$ cat src/rtl/word_bus_pkg.sv
// Shared types and constants for the 32-bit word bus initiator.
package word_bus_pkg;

  localparam int WORD_W      = 32;
  localparam int DEF_MAX_LEN = 8;

  typedef enum logic [1:0] {
    IDLE,
    WRITE,
    READ,
    DONE
  } state_t;

endpackage

$ cat src/rtl/word_bus_rd_stage.sv
// Read output register: holds one bus word for the downstream valid/ready port
// and tells the burst FSM when another bus read may be issued.
module word_bus_rd_stage
  import word_bus_pkg::*;
(
  input  logic              clk,
  input  logic              reset,
  input  logic              load,
  input  logic [WORD_W-1:0] load_data,
  input  logic              load_last,
  input  logic              rd_ready,
  output logic              rd_valid,
  output logic [WORD_W-1:0] rd_data,
  output logic              rd_last,
  output logic              can_accept,
  output logic              pop
);

  logic              vld_p0;
  logic [WORD_W-1:0] data_p0;
  logic              last_p0;

  assign pop        = vld_p0 && rd_ready;
  assign can_accept = !vld_p0 || rd_ready;

  // Stage p0: captured bus word, visible one cycle after its bus_ren cycle
  always_ff @(posedge clk) begin
    if (reset) begin
      vld_p0  <= 1'b0;
      data_p0 <= '0;
      last_p0 <= 1'b0;
    end else if (load) begin
      vld_p0  <= 1'b1;
      data_p0 <= load_data;
      last_p0 <= load_last;
    end else if (pop) begin
      vld_p0  <= 1'b0;
      last_p0 <= 1'b0;
    end
  end

  assign rd_valid = vld_p0;
  assign rd_data  = data_p0;
  assign rd_last  = last_p0;

endmodule

$ cat src/rtl/word_burst_master.sv
// Burst initiator for the shared 32-bit word bus (write drain / read stream).
// Optional window check enabled by defining WORD_BURST_MASTER_RANGE_CHECK_EN.
module word_burst_master
  import word_bus_pkg::*;
#(
  parameter int                MAX_LEN  = DEF_MAX_LEN,
  parameter logic [WORD_W-1:0] WIN_BASE = 32'd0,
  parameter int                WIN_NBR  = 32,
  localparam int               LEN_W    = $clog2(MAX_LEN + 1)
) (
  input  logic              clk,
  input  logic              reset,
  input  logic              cmd_valid,
  output logic              cmd_ready,
  input  logic              cmd_write,
  input  logic [WORD_W-1:0] cmd_addr,
  input  logic [LEN_W-1:0]  cmd_len,
  input  logic              wr_valid,
  output logic              wr_ready,
  input  logic [WORD_W-1:0] wr_data,
  output logic              rd_valid,
  input  logic              rd_ready,
  output logic [WORD_W-1:0] rd_data,
  output logic              rd_last,
  output logic [WORD_W-1:0] bus_wraddr,
  output logic [WORD_W-1:0] bus_wrdata,
  output logic              bus_wen,
  output logic [WORD_W-1:0] bus_rdaddr,
  output logic              bus_ren,
  input  logic [WORD_W-1:0] bus_rddata,
  output logic              busy,
  output logic              done,
  output logic              err
);

  localparam int EXT_W = WORD_W + 1;

  state_t            state;
  logic [WORD_W-1:0] addr;
  logic [LEN_W-1:0]  len;
  logic [LEN_W-1:0]  count;
  logic              more;
  logic              last_word;
  logic              wr_fire;
  logic              cmd_reject;
  logic              can_accept;
  logic              pop;
  logic [WORD_W-1:0] cur_addr;

  assign cmd_ready = (state == IDLE);
  assign busy      = (state != IDLE);
  assign more      = (count < len);
  assign last_word = ((count + 1'b1) == len);
  assign cur_addr  = addr + WORD_W'(count);
  assign wr_ready  = (state == WRITE) && more;
  assign wr_fire   = wr_valid && wr_ready;
  assign bus_ren   = (state == READ) && more && can_accept;
  assign bus_rdaddr = bus_ren ? cur_addr : '0;

`ifdef WORD_BURST_MASTER_RANGE_CHECK_EN
  logic [EXT_W-1:0] win_end;
  logic [EXT_W-1:0] cmd_end;
  // Widened sums so a command that wraps past 2^32 is out of range
  assign win_end    = {1'b0, WIN_BASE} + EXT_W'(WIN_NBR);
  assign cmd_end    = {1'b0, cmd_addr} + EXT_W'(cmd_len);
  assign cmd_reject = (cmd_addr < WIN_BASE) || (cmd_end > win_end);
`else
  logic unused_win;
  assign unused_win = ^{WIN_BASE, WIN_NBR, EXT_W};
  assign cmd_reject = 1'b0;
`endif

  word_bus_rd_stage u_rd_stage (
    .clk        (clk),
    .reset      (reset),
    .load       (bus_ren),
    .load_data  (bus_rddata),
    .load_last  (last_word),
    .rd_ready   (rd_ready),
    .rd_valid   (rd_valid),
    .rd_data    (rd_data),
    .rd_last    (rd_last),
    .can_accept (can_accept),
    .pop        (pop)
  );

  always_ff @(posedge clk) begin
    if (reset) begin
      state      <= IDLE;
      addr       <= '0;
      len        <= '0;
      count      <= '0;
      bus_wen    <= 1'b0;
      bus_wraddr <= '0;
      bus_wrdata <= '0;
      done       <= 1'b0;
      err        <= 1'b0;
    end else begin
      bus_wen <= 1'b0;
      done    <= 1'b0;
      err     <= 1'b0;
      case (state)
        IDLE: begin
          if (cmd_valid) begin
            if (cmd_reject) begin
              err <= 1'b1;
            end else begin
              addr  <= cmd_addr;
              len   <= cmd_len;
              count <= '0;
              if (cmd_len == '0) begin
                state <= DONE;
                done  <= 1'b1;
              end else begin
                state <= cmd_write ? WRITE : READ;
              end
            end
          end
        end
        WRITE: begin
          if (wr_fire) begin
            bus_wen    <= 1'b1;
            bus_wraddr <= cur_addr;
            bus_wrdata <= wr_data;
            count      <= count + 1'b1;
          end else if (!more) begin
            // The final bus_wen cycle is in progress now
            state <= DONE;
            done  <= 1'b1;
          end
        end
        READ: begin
          if (bus_ren) count <= count + 1'b1;
          if (pop && rd_last) begin
            state <= DONE;
            done  <= 1'b1;
          end
        end
        DONE: state <= IDLE;
        default: state <= IDLE;
      endcase
    end
  end

endmodule

$ cat config.mk
export PLATFORM = sky130hd
export DESIGN_NAME = word_burst_master
export DESIGN_NICKNAME = d
export VERILOG_FILES = /design/src/rtl/word_bus_pkg.sv /design/src/rtl/word_bus_rd_stage.sv /design/src/rtl/word_burst_master.sv
export SDC_FILE = /design/constraint.sdc
export NUM_CORES = 1
export LEC_CHECK = 0
export CAP_MARGIN = 20
export CELL_PAD_IN_SITES_DETAIL_PLACEMENT = 1
export CELL_PAD_IN_SITES_GLOBAL_PLACEMENT = 1
export CORE_UTILIZATION = 33
export DETAILED_ROUTE_END_ITERATION = 8
export PLACE_DENSITY = 0.88
export SLEW_MARGIN = 20
export SYNTH_ARGS = -nofsm -noshare
export SYNTH_HDL_FRONTEND = slang
export SYNTH_SLANG_ARGS = --single-unit
$ cat constraint.sdc
create_clock -name clk -period 5.4 [get_ports clk]
set_input_delay 1.08 -clock clk [delete_from_list [all_inputs] [get_ports clk]]
set_output_delay 1.08 -clock clk [all_outputs]
set_load 0.02 [all_outputs]
Word-level counts from Yosys, hierarchy flattened:

Index checks and enable logic that the tools add are counted.

* output and inout bits: 137
* flip-flop bits (word level): 142
* input bits: 106
* logic and storage cells: 65

* add/sub/neg operators: 2
* eq/ne operators: 10
* magnitude comparators: 1
* bitwise operators: 1
* muxes and demuxes: 22
* reductions and logical operators: 18

Operator list (number)
* adder 32 x 4 -> 32 bit: 1
* two-way mux 32 bit: 1
* two-way mux 2 bit: 6
* two-way mux 4 bit: 3
* one-hot mux 4 bit (3 select lines): 1
* != test 2 bit (second input constant): 5
* two-way mux 1 bit: 9
* one-hot mux 2 bit (4 select lines): 1
* AND reduction 4 bit: 2
* logical AND 1 bit: 6
* adder 4 x 1 -> 4 bit (second input constant): 1
* == test 2 bit (second input constant): 2
* == test 4 bit: 1
* zero test 4 bit: 1
* < comparator 4 bit: 1
* AND reduction 2 bit: 2
* nonzero test 2 bit: 2
* one-hot mux 1 bit (3 select lines): 1
* nonzero test 3 bit: 1
* == test 2 x 1 -> 1 bit (second input constant): 1
* zero test 2 bit: 1
* != test 2 x 1 -> 1 bit (second input constant): 1
* OR reduction 2 bit: 1
* zero test 1 bit: 1
* other kinds (2): 2

Logic depth before layout (Yosys ltp):

Gate-level depths: netlist of the first run.

* depth after elaboration: 5
* gate-level depth with buffers: 10
* mapped depth without buffers: 8

Cells and area by module:

From an unflattened synthesis of the first run, not the netlist that was laid out.

* cells, all modules: 748
* area, all modules: 6284.8 um2

By module, submodules not included
* word_burst_master: sequential area each 2162.1 um2, times used 1, cells each 634, area an instance 5036.1 um2
* word_bus_rd_stage: sequential area each 680.7 um2, times used 1, cells each 114, area an instance 1248.7 um2

Worst setup path after synthesis of the first run:

No wires, ideal clock.

* kind: input to output
* start point: input port rd_ready
* end point: output port bus_rdaddr[28]
* stages on the path: 8
* required time: 4.320 ns
* slack: 1.763 ns
* data arrival time: 2.557 ns
* path buffers: 2
* cells stage by stage: nand2b_1 -> nand2_1 -> or3_1 -> clkbuf_1 -> inv_2 -> buf_1 -> o211ai_1 -> nand2_1

* cells in the longest elaborated chain, start to end: 3

Ends and longest elaborated chain
* start, declared: RTL line word_burst_master.sv:22 `input logic rd_ready,`
* logical OR 1 bit: RTL line word_bus_rd_stage.sv:24 `assign can_accept = !vld_p0 || rd_ready;`
* logical AND 1 bit: RTL line word_burst_master.sv:57 `assign bus_ren = (state == READ) && more && can_accept;`
* net bus_ren: RTL line word_burst_master.sv:29 `output logic bus_ren,`
* two-way mux 32 bit: RTL line word_burst_master.sv:58 `assign bus_rdaddr = bus_ren ? cur_addr : '0;`
* end, declared: RTL line word_burst_master.sv:28 `output logic [WORD_W-1:0] bus_rdaddr,`

The timed path passes the listed nets, and every way through them passes these cells.

Worst setup path in the final report of the first run:

* start point: input port rd_ready
* end point: output port bus_rdaddr[28]

* cells in the longest elaborated chain, start to end: 3

Ends and longest elaborated chain (RTL line)
* logical OR 1 bit: word_bus_rd_stage.sv:24
* logical AND 1 bit: word_burst_master.sv:57
* two-way mux 32 bit: word_burst_master.sv:58

No other way between the ends.

==> impl_metrics.env, run 1 <==
export IMPL_synth_seq_cells=142
export IMPL_peakVddDrop_v=0.000225
export IMPL_port_buffers=241
export IMPL_drt_pass1_iterations=4
export IMPL_holdWs_ns=0.450
export IMPL_synth_edff_count=0
export IMPL_syn_to_final_growth_pct=53.2
export IMPL_via_per_inst=4.97
export IMPL_worstMarginPinSlew_ns=0.951
export IMPL_rsz0062_at_grt="no"
export IMPL_route_antenna_remaining_nets=0
export IMPL_wl_um=20000
export IMPL_fmaxAchievable_ghz=0.206
export IMPL_first_iter_violations=216
export IMPL_placedCellCount=1204
export IMPL_synth_compound_area_share_pct=15.8
export IMPL_syn_num_nets=898
export IMPL_tritoncts="built"
export IMPL_overflow=0
export IMPL_std_cell_rows=49
export IMPL_path_class="in -> out"
export IMPL_start_util_pct=33.7
export IMPL_yosys_warnings=0
export IMPL_die_h_um=137
export IMPL_die_area_um2=18900
export IMPL_yosys_area_share_adder_pct=3.22
export IMPL_grt_use_total_pct=21.2
export IMPL_synth_simple_area_share_pct=24.8
export IMPL_report_final_slew_viol_count=0
export IMPL_total_power_mw=3.47
export IMPL_clock_skew_final_ns=0.00921
export IMPL_final_common_cell="clkdlybuf4s50_1"
export IMPL_cp_data_required_time_ns=4.32
export IMPL_grt_pass1_vias=5892
export IMPL_via_count=6147
export IMPL_relSlewSlack_pct=36.6
export IMPL_die_x_um=137
export IMPL_io_pins=243
export IMPL_yosys_mux_area_fraction_pct=0.165
export IMPL_leakage_nw=3.22
export IMPL_synthCells=777
export IMPL_status="finished clean"
export IMPL_synthXorXnorAreaFrac_pct=4.77
export IMPL_cp_start_kind="input port"
export IMPL_drc=0
export IMPL_hp_class="reg -> reg"
export IMPL_async_reset_ff_share_pct=0
export IMPL_regArea_um2=2840
export IMPL_numCtsBuffers=17
export IMPL_synth_yosys_seq_area_share_pct=46.9
export IMPL_timing_setup_tns_ns=0
export IMPL_cts_root_buf="clkbuf_16"
export IMPL_period_needed_ns=4.85
export IMPL_cp_max_fo=22
export IMPL_cts_setup_buffers=0
export IMPL_dp_hpwl_um=14400
export IMPL_antenna_found_initial=0
export IMPL_critPathCaptureType="output pin"
export IMPL_grt_max_degree=89
export IMPL_critPathArrivalTime_ns=3.77
export IMPL_stdcell_count=1237
export IMPL_synth_distinct_cells=47
export IMPL_min_period_over_period_pct=89.7
export IMPL_syn_avg_cell_area_um2=7.79
export IMPL_multiInputGateArea_um2=2970
export IMPL_max_clock_path_buffers=2
export IMPL_final_util_pct=51.6
export IMPL_path_clk_slew_ns=0.05
export IMPL_n_antenna_cell=0
export IMPL_final_cell_mix="240 x clkdlybuf4s50_1, 218 x nand2_1, 142 x dfxtp_1, 112 x a21oi_1, 68 x nor2_1"
export IMPL_setup_violations=0
export IMPL_final_hold_violation_count=0
export IMPL_synth_top_family_by_area="simple AND/OR/NAND/NOR gates"
export IMPL_fin_nets=1116
export IMPL_nFillCells=2148
export IMPL_max_cap_viol_count=0
export IMPL_power_density_nw_per_um2=374
export IMPL_cts_hold_buf=0
export IMPL_core_area_um2=18000
export IMPL_clock_sinks=142
export IMPL_place_congestion=0.811
export IMPL_cts_resized=0
export IMPL_synth_area_um2=6060
export IMPL_wl_per_cell_um=16.2
export IMPL_clk_insertion_delay_late_ns=0.41
export IMPL_drive_gt1_share_pct=5.16
export IMPL_synth_ff_type="dfxtp_1"
export IMPL_cts_max_level=4
export IMPL_grt_pass1_wl_um=30800
worst max-delay path, stage by stage:
cell             delay (ns)
clkdlybuf4s50_1        0.50
nand2b_1               0.15
nand2_1                0.05
or3_2                  0.56
buf_4                  0.27
inv_2                  0.27
o211ai_1               0.14
nand2_1                0.12
clkdlybuf4s50_1        0.61
area by class of cell:
class / instances / share of cell area (%)
clock buffer: 23 / 5.48
clock inverter: 9 / 1.15
inverter: 13 / 0.526
multi-input combinational: 569 / 32.0
sequential: 142 / 30.6
tap: 229 / 3.09
timing repair buffer: 252 / 27.1
worst paths after layout:
path	depth (start not counted)	startpoint	to	slack, ns
setup / recovery	9	rd_ready	bus_rdaddr[28]	0.55
hold / removal	2	bus_wrdata[7]	bus_wrdata[7]	0.45
setup reg to reg	11	len[2]	u_rd_stage.rd_data[8]	2.47
hold reg to reg	2	bus_wrdata[7]	bus_wrdata[7]	0.45
per-layer routing:
metal / vias up / GRT usage [%] / share of wire, %
li1: 3032 / - / -
met1: 2935 / 24.5 / 42
met2: 161 / 37.0 / 50
met3: 19 / 6.29 / 6.5
met4: 0 / 6.90 / 1.5
met5: - / 0 / 0
stage by stage:
step / cell area (um2) / setup WS, ns
final: 9280 / 0.554
after global routing: 9280 / 0.392
after CTS: 9260 / 0.527
after detailed placement: 8640 / 0.527
after global placement: 8640 / 0.601
after floorplan: 6060 / 1.76
cell usage after synthesis (all sizes together), types with 2 or more instances:
cell type,count,area [um2]
a211oi,29,218
nand4,16,100
nand2b,3,18.8
nand2,218,818
nand3,18,90.1
o31ai,2,15.0
a21o,3,22.5
or4,3,22.5
ha,14,175
o21ai,8,40.0
o21a,2,15.0
and3,5,31.3
or3,3,18.8
a31oi,2,12.5
nor2b,2,20.0
and4,2,17.5
nand3b,2,15.0
buf,10,50.1
clkbuf,43,161
a21oi,112,561
xnor2,5,43.8
inv,13,48.8
dfxtp,142,2840
xor2,28,245
and2,5,31.3
nor2,68,255
nor4,3,18.8
nor3,3,20.0
report_power, final:
group | switching, mW | leakage [nW] | internal [mW] | total (mW)
clock | 0.448 | 0.297 | 0.753 | 1.20
sequential | 0.0961 | 1.15 | 1.17 | 1.27
combinational | 0.580 | 1.77 | 0.421 | 1.00
sequential cells by signal, indices dropped and copies added (netlist names), 2 cells and up:
register,flops
addr,32
bus_wraddr,32
bus_wrdata,32
count,4
len,4
state,2
u_rd_stage.rd_data,32
kinds of logic (layout without fill, tap and decap cells):
kind of cell / after synthesis / count (layout)
XOR/XNOR: 33 / 33
adder cells (fa/ha/maj): 15 / 15
buffers and inverters: 66 / 297
multiplexers: 1 / 1
flip-flops: 142 / 142
other: 1 / 1
AO/OA/AOI/OAI: 166 / 166
AND/OR/NAND/NOR: 353 / 353
Power figures use the tool's default switching activity.
==> run 2, diff against run 1 <==
Settings changed: CORE_UTILIZATION 33 to 28, PLACE_DENSITY 0.88 to 0.8.
Clock period 5.4 ns to 4.45 ns, I/O delays scaled along.
==> impl_metrics.env, run 2 (synthesis gave the netlist of run 1 again) <==
export IMPL_max_cap_viol_count=0
export IMPL_fmaxAchievable_ghz=0.236
export IMPL_rsz0062_at_grt="no"
export IMPL_drc=0
export IMPL_power_density_nw_per_um2=434
export IMPL_status="finished clean"
export IMPL_holdWs_ns=0.451
export IMPL_core_area_um2=21100
export IMPL_n_antenna_cell=0
export IMPL_setup_violations=0
export IMPL_clock_skew_final_ns=0.00828
export IMPL_final_hold_violation_count=0
export IMPL_overflow=0
export IMPL_tritoncts="built"
export IMPL_cp_data_required_time_ns=3.56
export IMPL_clock_sinks=142
export IMPL_cts_resized=0
export IMPL_grt_pass1_vias=6123
export IMPL_cp_start_kind="input port"
export IMPL_path_class="in -> out"
export IMPL_first_iter_violations=301
export IMPL_std_cell_rows=53
export IMPL_place_congestion=0.805
export IMPL_period_needed_ns=4.23
export IMPL_place_area_um2=8710
export IMPL_die_area_um2=22200
export IMPL_die_h_um=149
export IMPL_grt_pass1_wl_um=32000
export IMPL_fin_ws_ns=0.215
export IMPL_worstMarginPinSlew_ns=0.976
export IMPL_leakage_nw=3.17
export IMPL_relSlewSlack_pct=35.0
export IMPL_drive_gt1_share_pct=4.77
export IMPL_design_area_um2=9230
export IMPL_timing_setup_tns_ns=0
export IMPL_route_antenna_remaining_nets=0
export IMPL_wl_um=20400
export IMPL_fin_nets=1117
export IMPL_die_x_um=149
export IMPL_cts_max_level=4
export IMPL_r2r_slack_ns=1.79
export IMPL_port_buffers=241
export IMPL_final_cell_mix="240 x clkdlybuf4s50_1, 218 x nand2_1, 142 x dfxtp_1, 112 x a21oi_1, 68 x nor2_1"
export IMPL_cts_setup_buffers=0
export IMPL_via_per_inst=4.76
export IMPL_numCtsBuffers=17
export IMPL_critPathArrivalTime_ns=3.34
export IMPL_pre_cts_slack_ns=0.225
export IMPL_final_common_cell="clkdlybuf4s50_1"
export IMPL_io_pins=243
export IMPL_min_period_over_period_pct=95.2
export IMPL_cts_hold_buf=0
export IMPL_wl_per_cell_um=16.0
export IMPL_total_power_mw=4.00
export IMPL_grt_use_total_pct=18.5
export IMPL_path_clk_slew_ns=0.05
export IMPL_syn_to_final_growth_pct=52.4
export IMPL_drt_pass1_iterations=4
export IMPL_antenna_found_initial=0
export IMPL_grt_max_degree=76
export IMPL_via_count=6094
export IMPL_clk_insertion_delay_late_ns=0.42
export IMPL_dp_hpwl_um=15100
export IMPL_peakVddDrop_v=0.000268
export IMPL_hp_class="reg -> reg"
export IMPL_cp_max_fo=4
export IMPL_cts_root_buf="clkbuf_16"
export IMPL_max_clock_path_buffers=2
export IMPL_critPathCaptureType="output pin"
export IMPL_report_final_slew_viol_count=0
export IMPL_start_util_pct=28.7
-- run 2: changes by cell type in the layout (fill, tap and decap cells not counted), sizes merged --
cell	change
buf	+1
clkbuf	-1
bufinv	-2
-- run 2: area by class of cell --
type / count / area [um2]
clock buffer: 22 / 464
clock inverter: 7 / 42.5
fill: 2512 / 11900
inverter: 13 / 48.8
multi-input combinational: 569 / 2970
sequential: 142 / 2840
tap: 275 / 344
timing repair buffer: 253 / 2510
-- run 2: where the power goes --
part | internal [mW] | switching [mW]
registers | 1.42 | 0.122
clock network | 0.727 | 0.517
logic | 0.509 | 0.705
-- run 2: metrics by stage --
step	instances	utilization [%]
after global routing	1281	43.8
after detailed placement	1252	41.3
after global placement	1252	41.3
final	1281	43.8
after CTS	1281	43.7
after floorplan	777	-
-- run 2: worst paths after layout --
| kind | startpoint | end | cells after the start |
|---|---|---|---|
| hold reg to reg | bus_wrdata[12] | bus_wrdata[12] | 2 |
| setup / recovery | rd_ready | bus_rdaddr[28] | 7 |
| setup reg to reg | count[0] | bus_wrdata[26] | 9 |
| hold / removal | bus_wrdata[12] | bus_wrdata[12] | 2 |
-- run 2: critical path, cell delays in order --
cell and delay, ns:
clkdlybuf4s50_1 0.52, nand2b_1 0.15, nand2_1 0.05, or3_2 0.47, or4_1 0.51, nand2_1 0.14, clkdlybuf4s50_1 0.62
-- run 2: layer usage --
layer  vias to the layer above  share of wire, %  global-route usage [%]
met2                       168                45                    29.2
met5                         -                 0                       0
met3                        31               6.8                    6.12
li1                       3032                 -                       -
met1                      2863                46                    23.5
met4                         0               2.3                    6.22
==> run 3, diff against run 2 <==
Settings changed: CELL_PAD_IN_SITES_GLOBAL_PLACEMENT 1 to 2, CORE_UTILIZATION 28 to 21, CTS_CLUSTER_SIZE set to 40, PLACE_DENSITY 0.8 to 0.78.
==> impl_metrics.env, run 3 (synthesis gave the netlist of run 1 again) <==
export IMPL_die_h_um=172
export IMPL_critPathCaptureType="output pin"
export IMPL_path_clk_slew_ns=0.06
export IMPL_grt_use_total_pct=14.5
export IMPL_leakage_nw=3.22
export IMPL_rsz0062_at_grt="no"
export IMPL_holdPathStages=2
export IMPL_max_clock_path_buffers=2
export IMPL_clk_insertion_delay_late_ns=0.42
export IMPL_p_sw_mw=1.42
export IMPL_antenna_found_initial=0
export IMPL_fmaxAchievable_ghz=0.232
export IMPL_report_final_slew_viol_count=0
export IMPL_peakVddDrop_v=0.000217
export IMPL_drive_gt1_share_pct=5.24
export IMPL_cts_setup_buffers=0
export IMPL_timing_setup_tns_ns=0
export IMPL_tritoncts="built"
export IMPL_dp_hpwl_um=15700
export IMPL_drt_pass1_iterations=4
export IMPL_route_antenna_remaining_nets=0
export IMPL_p_comb_share_pct=28.9
export IMPL_place_congestion=0.763
export IMPL_n_antenna_cell=0
export IMPL_die_x_um=172
export IMPL_via_count=5978
export IMPL_cts_hold_buf=0
export IMPL_period_needed_ns=4.30
export IMPL_p_int_mw=2.78
export IMPL_hp_class="reg -> reg"
export IMPL_nFillCells=3396
export IMPL_die_area_um2=29500
export IMPL_overflow=0
export IMPL_clock_sinks=142
export IMPL_cp_data_required_time_ns=3.56
export IMPL_cp_max_fo=12
export IMPL_core_area_um2=28100
export IMPL_min_period_over_period_pct=96.7
export IMPL_grt_pass1_wl_um=32700
export IMPL_drc=0
export IMPL_grt_max_degree=91
export IMPL_path_class="in -> out"
export IMPL_final_common_cell="clkdlybuf4s50_1"
export IMPL_place_area_um2=8850
export IMPL_status="finished clean"
export IMPL_std_cell_rows=61
export IMPL_wl_um=21700
export IMPL_clock_skew_final_ns=0.0118
export IMPL_worstMarginPinSlew_ns=0.973
export IMPL_cts_max_level=4
export IMPL_io_pins=243
export IMPL_via_per_inst=4.30
export IMPL_ff2ff_path_depth=10
export IMPL_first_iter_violations=263
export IMPL_grt_pass1_vias=5923
export IMPL_sw_frac_of_total_pct=33.8
export IMPL_cp_start_kind="input port"
export IMPL_final_hold_violation_count=0
export IMPL_max_cap_viol_count=0
export IMPL_relSlewSlack_pct=35.1
export IMPL_setup_violations=0
export IMPL_port_buffers=241
export IMPL_regArea_um2=2840
export IMPL_fin_nets=1120
export IMPL_power_frac_seq_pct=36.6
export IMPL_numCtsBuffers=17
export IMPL_critPathArrivalTime_ns=3.41
export IMPL_cts_resized=0
export IMPL_pwr_share_clk_pct=34.5
export IMPL_power_density_nw_per_um2=445
export IMPL_syn_to_final_growth_pct=55.8
export IMPL_final_cell_mix="240 x clkdlybuf4s50_1, 218 x nand2_1, 142 x dfxtp_1, 112 x a21oi_1, 68 x nor2_1"
export IMPL_start_util_pct=21.6
export IMPL_wl_per_cell_um=15.6
export IMPL_design_area_um2=9440
export IMPL_multiInputGateArea_um2=2970
export IMPL_cts_root_buf="clkbuf_16"
-- run 3: changes by cell type in the layout (fill, tap and decap cells not counted), sizes merged --
cell	change
buf	+3
clkinvlp	-2
clkbuf	-2
clkinv	+2
bufinv	+2
inv	+3
-- run 3: metal layers --
| layer | global-route usage, % | wire (um) | up-vias |
|---|---|---|---|
| met4 | 4.69 | 323 | 0 |
| met3 | 2.85 | 1060 | 14 |
| li1 | - | - | 3049 |
| met2 | 25.0 | 10600 | 125 |
| met1 | 18.0 | 9720 | 2790 |
| met5 | 0 | 0 | - |
-- run 3: area by class of cell --
type | instances | share of cell area, %
Clock inverter | 12 | 1.43
Multi-Input combinational cell | 569 | 31.4
Sequential cell | 142 | 30.1
Clock buffer | 20 | 4.73
Tap cell | 378 | 5.01
Timing Repair Buffer | 256 | 26.7
Inverter | 13 | 0.517
-- run 3: path summary, 6_finish.rpt --
kind / slack [ns] / from / end
worst max-delay path: 0.15 / rd_ready / bus_rdaddr[28]
worst min-delay path: 0.45 / bus_wrdata[7] / bus_wrdata[7]
worst max register to register: 1.95 / len[2] / u_rd_stage.rd_data[11]
worst min register to register: 0.45 / bus_wrdata[7] / bus_wrdata[7]
-- run 3: metrics by stage --
step                instances  worst slack (ns)  util [%]  total power, mW  hold WS (ns)
floorplan                 777              1.19         -             2.24         0.436
global placement         1358             0.210      31.5             2.79         0.441
detailed placement       1358             0.162      31.5             2.80         0.447
CTS                      1390             0.142      33.6             4.28         0.457
global route             1390            0.0631      33.6             4.44         0.474
finish                   1390             0.149      33.6             4.20         0.455
-- run 3: power groups by stage --
stage,clock network (mW),registers (mW),logic (mW)
after global routing,1.54,1.56,1.33
final,1.45,1.54,1.22
after floorplan,0,1.65,0.589
after detailed placement,0,1.56,1.24
after global placement,0,1.56,1.23
after CTS,1.50,1.54,1.24
-- run 3: critical path, stage by stage --
cell             delay, ns
clkdlybuf4s50_1       0.51
nand2b_1              0.16
nand2_1               0.07
or3_2                 0.49
buf_4                 0.22
inv_2                 0.20
o211ai_1              0.12
nand2_1               0.08
clkdlybuf4s50_1       0.67
